===== src/rtl/sha256_pkg.sv =====
// Shared SHA-256 definitions: FSM states, working-variable bundle,
// initial hash value, round constants and the round helper functions.
package sha256_pkg;

  typedef enum logic [2:0] {
    ST_IDLE,
    ST_START,
    ST_LEAD,
    ST_PREFETCH,
    ST_ROUND,
    ST_FINAL,
    ST_DONE
  } state_t;

  // Working variables a..h; a occupies the top 32 bits so that a 256-bit
  // chaining value {H0..H7} casts directly onto it.
  typedef struct packed {
    logic [31:0] a;
    logic [31:0] b;
    logic [31:0] c;
    logic [31:0] d;
    logic [31:0] e;
    logic [31:0] f;
    logic [31:0] g;
    logic [31:0] h;
  } work_t;

  localparam logic [255:0] IV = {
    32'h6a09e667, 32'hbb67ae85, 32'h3c6ef372, 32'ha54ff53a,
    32'h510e527f, 32'h9b05688c, 32'h1f83d9ab, 32'h5be0cd19
  };

  localparam logic [0:63][31:0] K_TABLE = {
    32'h428a2f98, 32'h71374491, 32'hb5c0fbcf, 32'he9b5dba5,
    32'h3956c25b, 32'h59f111f1, 32'h923f82a4, 32'hab1c5ed5,
    32'hd807aa98, 32'h12835b01, 32'h243185be, 32'h550c7dc3,
    32'h72be5d74, 32'h80deb1fe, 32'h9bdc06a7, 32'hc19bf174,
    32'he49b69c1, 32'hefbe4786, 32'h0fc19dc6, 32'h240ca1cc,
    32'h2de92c6f, 32'h4a7484aa, 32'h5cb0a9dc, 32'h76f988da,
    32'h983e5152, 32'ha831c66d, 32'hb00327c8, 32'hbf597fc7,
    32'hc6e00bf3, 32'hd5a79147, 32'h06ca6351, 32'h14292967,
    32'h27b70a85, 32'h2e1b2138, 32'h4d2c6dfc, 32'h53380d13,
    32'h650a7354, 32'h766a0abb, 32'h81c2c92e, 32'h92722c85,
    32'ha2bfe8a1, 32'ha81a664b, 32'hc24b8b70, 32'hc76c51a3,
    32'hd192e819, 32'hd6990624, 32'hf40e3585, 32'h106aa070,
    32'h19a4c116, 32'h1e376c08, 32'h2748774c, 32'h34b0bcb5,
    32'h391c0cb3, 32'h4ed8aa4a, 32'h5b9cca4f, 32'h682e6ff3,
    32'h748f82ee, 32'h78a5636f, 32'h84c87814, 32'h8cc70208,
    32'h90befffa, 32'ha4506ceb, 32'hbef9a3f7, 32'hc67178f2
  };

  function automatic logic [31:0] rotr(input logic [31:0] x, input int unsigned n);
    return (x >> n) | (x << (32 - n));
  endfunction

  function automatic logic [31:0] k_const(input logic [5:0] t);
    return K_TABLE[t];
  endfunction

  function automatic logic [31:0] big_sigma0(input logic [31:0] x);
    return rotr(x, 2) ^ rotr(x, 13) ^ rotr(x, 22);
  endfunction

  function automatic logic [31:0] big_sigma1(input logic [31:0] x);
    return rotr(x, 6) ^ rotr(x, 11) ^ rotr(x, 25);
  endfunction

  function automatic logic [31:0] ch(input logic [31:0] x, input logic [31:0] y,
                                     input logic [31:0] z);
    return (x & y) ^ (~x & z);
  endfunction

  function automatic logic [31:0] maj(input logic [31:0] x, input logic [31:0] y,
                                      input logic [31:0] z);
    return (x & y) ^ (x & z) ^ (y & z);
  endfunction

  // Word-wise modulo-2^32 addition of two bundles (chaining-value update).
  function automatic work_t add_work(input work_t x, input work_t y);
    work_t r;
    r.a = x.a + y.a;
    r.b = x.b + y.b;
    r.c = x.c + y.c;
    r.d = x.d + y.d;
    r.e = x.e + y.e;
    r.f = x.f + y.f;
    r.g = x.g + y.g;
    r.h = x.h + y.h;
    return r;
  endfunction

endpackage


===== src/rtl/run_comp_round.sv =====
// One SHA-256 compression round, purely combinational.
module run_comp_round
  import sha256_pkg::*;
(
  input  work_t       work_in,
  input  logic [31:0] k,
  input  logic [31:0] w,
  output work_t       work_out
);

  logic [31:0] t1;
  logic [31:0] t2;

  assign t1 = work_in.h + big_sigma1(work_in.e) + ch(work_in.e, work_in.f, work_in.g) + k + w;
  assign t2 = big_sigma0(work_in.a) + maj(work_in.a, work_in.b, work_in.c);

  // Shift the working variables down by one and inject the new a and e.
  always_comb begin
    work_out   = work_in;
    work_out.a = t1 + t2;
    work_out.b = work_in.a;
    work_out.c = work_in.b;
    work_out.d = work_in.c;
    work_out.e = work_in.d + t1;
    work_out.f = work_in.e;
    work_out.g = work_in.f;
    work_out.h = work_in.g;
  end

endmodule


===== src/rtl/run_comp.sv =====
// SHA-256 compression engine: starts the W generator, streams W[0..63]
// through its two-cycle read port, runs 64 rounds and folds the result
// into the chaining value presented as the digest.
module run_comp
  import sha256_pkg::*;
#(
  parameter int W_LEAD = 4
) (
  input  logic         clock,
  input  logic         reset_n,
  input  logic         go,
  input  logic         init,
  output logic         w_go,
  input  logic         w_rdy,
  output logic         w_read,
  output logic [5:0]   w_addr,
  input  logic [31:0]  w_data,
  output logic         busy,
  output logic         done,
  output logic [255:0] digest
);

  state_t      state, state_next;
  logic [5:0]  cnt, cnt_next;
  logic        w_go_next, w_read_next, busy_next, done_next;
  logic [5:0]  w_addr_next;
  logic        load_iv, load_work, do_round, do_final;
  logic [255:0] h_state;
  work_t       work, round_out;

  run_comp_round u_round (
    .work_in  (work),
    .k        (k_const(cnt)),
    .w        (w_data),
    .work_out (round_out)
  );

  assign digest = h_state;

  // Next-state and next-output decode. The read address runs two ahead of
  // the round index because the W read port has two cycles of latency.
  always_comb begin
    state_next  = state;
    cnt_next    = cnt;
    w_go_next   = w_go;
    w_read_next = 1'b0;
    w_addr_next = w_addr;
    busy_next   = busy;
    done_next   = done;
    load_iv     = 1'b0;
    load_work   = 1'b0;
    do_round    = 1'b0;
    do_final    = 1'b0;
    case (state)
      ST_IDLE: begin
        if (go) begin
          state_next = ST_START;
          w_go_next  = 1'b1;
          busy_next  = 1'b1;
          load_iv    = init;
        end
      end
      ST_START: begin
        if (w_rdy) begin
          state_next = ST_LEAD;
          cnt_next   = '0;
        end
      end
      ST_LEAD: begin
        if (cnt == 6'(W_LEAD - 1)) begin
          state_next  = ST_PREFETCH;
          cnt_next    = '0;
          load_work   = 1'b1;
          w_read_next = 1'b1;
          w_addr_next = 6'd0;
        end else begin
          cnt_next = cnt + 6'd1;
        end
      end
      ST_PREFETCH: begin
        w_read_next = 1'b1;
        if (cnt == 6'd0) begin
          cnt_next    = 6'd1;
          w_addr_next = 6'd1;
        end else begin
          state_next  = ST_ROUND;
          cnt_next    = '0;
          w_addr_next = 6'd2;
        end
      end
      ST_ROUND: begin
        do_round = 1'b1;
        if (cnt <= 6'd60) begin
          w_read_next = 1'b1;
          w_addr_next = cnt + 6'd3;
        end
        if (cnt == 6'd63) begin
          state_next = ST_FINAL;
          cnt_next   = '0;
        end else begin
          cnt_next = cnt + 6'd1;
        end
      end
      ST_FINAL: begin
        do_final   = 1'b1;
        state_next = ST_DONE;
        w_go_next  = 1'b0;
        busy_next  = 1'b0;
        done_next  = 1'b1;
      end
      ST_DONE: begin
        if (!go) begin
          state_next  = ST_IDLE;
          done_next   = 1'b0;
          w_addr_next = 6'd0;
        end
      end
      default: begin
        state_next = ST_IDLE;
      end
    endcase
  end

  // State register and registered control outputs.
  always_ff @(posedge clock or negedge reset_n) begin
    if (!reset_n) begin
      state  <= ST_IDLE;
      cnt    <= '0;
      w_go   <= 1'b0;
      w_read <= 1'b0;
      w_addr <= '0;
      busy   <= 1'b0;
      done   <= 1'b0;
    end else begin
      state  <= state_next;
      cnt    <= cnt_next;
      w_go   <= w_go_next;
      w_read <= w_read_next;
      w_addr <= w_addr_next;
      busy   <= busy_next;
      done   <= done_next;
    end
  end

  // Chaining value and working variables; H only moves on IV load or FINAL.
  always_ff @(posedge clock or negedge reset_n) begin
    if (!reset_n) begin
      h_state <= IV;
      work    <= '0;
    end else begin
      if (load_iv) begin
        h_state <= IV;
      end else if (do_final) begin
        h_state <= add_work(work_t'(h_state), work);
      end
      if (load_work) begin
        work <= work_t'(h_state);
      end else if (do_round) begin
        work <= round_out;
      end
    end
  end

endmodule


===== config.mk =====
export PLATFORM = sky130hd
export DESIGN_NAME = run_comp
export DESIGN_NICKNAME = d
export VERILOG_FILES = /design/src/rtl/sha256_pkg.sv /design/src/rtl/run_comp_round.sv /design/src/rtl/run_comp.sv
export SDC_FILE = /design/constraint.sdc
export NUM_CORES = 2
export LEC_CHECK = 0
export BUFFER_PORTS_ARGS = -buffer_cell sky130_fd_sc_hd__buf_2
export CAP_MARGIN = 20
export CORE_MARGIN = 8
export CORE_UTILIZATION = 63
export DETAILED_ROUTE_END_ITERATION = 8
export PLACE_DENSITY = 0.82
export REMOVE_ABC_BUFFERS = 1
export SETUP_SLACK_MARGIN = 0.4
export SYNTH_ARGS = -nofsm -noshare
export SYNTH_HDL_FRONTEND = slang
export SYNTH_SLANG_ARGS = --single-unit

===== constraint.sdc =====
create_clock -name clock -period 10.6 [get_ports clock]
set_clock_uncertainty 0.1 [all_clocks]
set_input_delay 1.59 -clock clock [delete_from_list [all_inputs] [get_ports clock]]
set_output_delay 1.59 -clock clock [all_outputs]
set_load 0.02 [all_outputs]

==> impl.org <==
** Clock network
- CTS HTree Levels :: 2
- The clock net in this run drives a total of 530 sinks.
- Post-CTS repair changed the size of 0 cells.
- Clock-pin slew was measured on the worst setup and hold paths at 0.06 ns.
- The tree is rooted in a clkbuf_16.
- Buffers inserted by post-CTS timing repair :: 0
- CTS Buffer Depth :: 3
- Clock tree synthesis inserted a total of 61 buffers.
- Number of hold-repair buffers added at the cts stage :: 0
- At the later pin of the worst-skew pair, clock insertion delay measures ~0.66 ns.
- TritonCTS built the clock tree.

** Logic synthesis
- Synth Warn # :: 0
- Cells taking the most area after synthesis :: dfrtp_1 21%, ha_1 10%, dfstp_2 7.8%
- In the synthesized netlist the async set-or-reset flop fraction comes to 1.00.
- Cell with the most instances after synthesis :: nand2_1
- Synthesis handed over a netlist of 5416 instances.
- After synthesis the cells add up to 0.0459 mm^2.
- After synthesis, the most frequently instantiated cells are 666 x nand2_1, 459 x o21ai_0, 394 x dfrtp_1.
- Area share of the largest cell type after synthesis :: 0.215
- For this run, the register share of the synthesized area comes to 0.293.
- Dominant register cell in the synthesized netlist :: dfrtp_1
- Netlist cell types :: 85
- After synthesis the netlist holds a flip-flop and latch count of between 500 and 600.
- After synthesis, the mean cell area works out to 8.48 um^2.
- Number of flops mapped to enable cells by yosys :: 0
- Of all cell types, the one taking the most synthesized area is dfrtp_1.

** Global route
- The first global-routing pass estimated 251000 um of wire.
- Combined global-route utilization of all metal layers :: 0.390
- Pin count of the biggest net entering global routing :: between 150 and 200
- Global routing finished with a remaining overflow of 0.
- Number of antenna violations at the first check in global routing :: 0
- The via count of the first global-routing pass was 42.2k.

** Drt
- After detailed routing, the number of remaining DRC violations is 0.
- Starting DRC count in detailed routing :: 4139
- First drt pass iteration count :: 6
- After detailed routing, the total wire length is about 160000 um.
- Detailed routing inserted a total of ~43k vias.
- After detailed routing, the average wire length per cell comes to 25.2 um.
- The count of nets left with antenna violations once routing finished came out at 0.
- Post-DR vias/cell :: 6.56

** Placement
- IO Port Bufs :: 302
- Post-placement cell area :: 0.0480 mm^2
- After detailed placement, the design holds a cell count of 6431.
- Post-detailed-placement half-perimeter wirelength :: 122000 um
- The congestion estimate from routability-driven global placement came to between 1 and 1.5.

** Critical path
- Library cell appearing most often on the critical path :: a21oi_1
- Critical Path Fanout Max :: 9
- The worst setup path is of the reg -> reg kind.
- Among all stages on the critical path, the largest delay is contributed by a2111oi_0.
- STA classifies the critical path endpoint as a flop.
- Depth of the worst register-to-register path :: 33
- Data required time at the worst endpoint :: 11.08 ns
- The worst setup path is launched from a flop.
- Longest individual stage delay on the worst path :: 0.59 ns
- In this run the critical register-to-register path is captured at work[255].
- Setup slack of the worst register-to-register path :: 1.86 ns
- Critical path arrival :: 9.22 ns
- FF-to-FF Start :: cnt[0]

** Run
- The tool flagged a number of max-cap violations equal to 0.

** Timing
- Setup violations remaining at the end of the flow were counted as 0.
- Worst rel slew slack :: 0.199
- The worst path needs just under 9 ns of the cycle, external delays included.
- Total count of max-transition violations in the final report :: 0
- Unrepaired setup endpoints after global routing :: no
- Adding up every negative setup slack in the final design gives 0 ns.
- Worst slew pin tran :: between 1 and 1.5 ns
- Hold is met by 0.412 ns.
- The count of final hold-check violations came to 0.
- Max Clk Rate :: 114 MHz
- Dividing the final minimum period by the clock period gives 0.824.

** Hold path
- Class of the worst hold path :: reg -> reg
- Worst hold path endpoint :: digest[127]
- Along the worst hold path, the cell count comes to 1.
- In this run the most critical hold path is launched from digest[127].

** Floorplan
- Floorplan row count :: between 90 and 100
- Horiz. Die Dim :: 286 um
- Initial core utilization :: 0.633
- Pin placement for this block handled slightly above 300 I/O pins.
- The die covers about 0.082 mm^2.
- Chip height :: 286 um
- Floorplan core area :: 0.0726 mm^2

** Final layout
- N_diodes :: 0
- For this run, the post-layout net count is ~6.1k.
- The count of cells in the finished layout, fillers not included, comes to about 6.5k.
- Relative to the synthesized area, the layout overhead comes to 9.07%.
- Design Area, Final :: 0.0501 mm^2
- Fraction of final layout cells with drive strength greater than 1 :: 0.118

** Run status
- The run finished with clean final reports.
## registers in the layout, summed over array words and instances, names as in the netlist
| name | cells |
|---|---|
| busy | 1 |
| done | 1 |
| w_addr | 6 |
| work | 256 |
| w_read | 1 |
| state | 3 |
| cnt | 6 |
| digest | 256 |
## cell usage in the layout (no fill, tap or decap), types with 46 or more instances in the layout
cell type	netlist	layout
nand2_1	666	665
nor2b_1	58	58
nor2_1	342	340
a22oi_1	183	183
nand2b_1	47	46
a21o_1	176	175
dfstp_2	136	136
o21ai_0	459	459
dfrtp_1	394	391
o21a_1	66	66
xor2_1	156	156
a211oi_1	62	62
mux2i_1	90	90
xnor2_1	230	230
clkbuf_16	0	63
ha_1	367	367
nand3_1	84	84
buf_2	0	301
a21oi_1	387	386
inv_1	353	353
nor3_1	86	86
fa_1	135	135
## cell families (layout without fill, tap and decap cells)
family / Yosys count / after routing / share of synthesized area
AO/OA/AOI/OAI: 1715 / 1715 / 0.241
multiplexers: 129 / 129 / 0.0304
XOR/XNOR: 388 / 388 / 0.0746
AND/OR/NAND/NOR: 1480 / 1480 / 0.145
adder cells (fa/ha/maj): 524 / 524 / 0.164
flip-flops: 530 / 530 / 0.293
buffers and inverters: 650 / 821 / 0.0532
## cell type report
type | count | area (um^2)
fill | 5920 | 22500
clock inverter | 14 | 200
multi-input combinational | 4236 | 30100
clock buffer | 100 | 1830
timing repair buffer | 353 | 2000
sequential | 530 | 13400
tap | 959 | 1200
inverter | 354 | 1330
## worst max-delay path, delay by kind of cell (launching register included)
family	cells	cell delay, ns
flops	1	0.38
fa+ha+maj	5	1.98
compound gates	19	3.80
buf+inv	3	0.79
xor+xnor	2	0.66
simple gates	4	0.96
## through the flow
stage,setup WS [ns],utilization
3_3_place_gp,1.76,0.662
3_5_place_dp,1.66,0.662
5_1_grt,1.46,0.690
2_1_floorplan,-36.17,-
6_report,1.86,0.690
4_1_cts,2.04,0.690
## routing by layer
metal  vias to the layer above  global-route usage  wire (um)  part of all wire
met5                         -                   0          0                 0
met4                         0               0.234      11200             0.068
met3                       482              0.0751      15300             0.093
met2                      2141               0.616      74800              0.45
met1                     20800               0.497      63400              0.38
li1                      19500                   -          -                 -
## worst max-delay path by stage
| stage | from | endpoint | slack [ns] | cells past startpoint |
|---|---|---|---|---|
| floorplan | cnt[3] | work[100] | -36.17 | 5 |
| global placement | w_data[1] | work[255] | 1.76 | 26 |
| detailed placement | w_data[1] | work[255] | 1.66 | 26 |
| CTS | cnt[0] | work[255] | 2.04 | 29 |
| global route | cnt[0] | work[255] | 1.46 | 31 |
| finish | cnt[0] | work[255] | 1.86 | 33 |
Power is not shown: default switching activity piles up to over one toggle a cycle in this logic, so the estimate is an artifact.
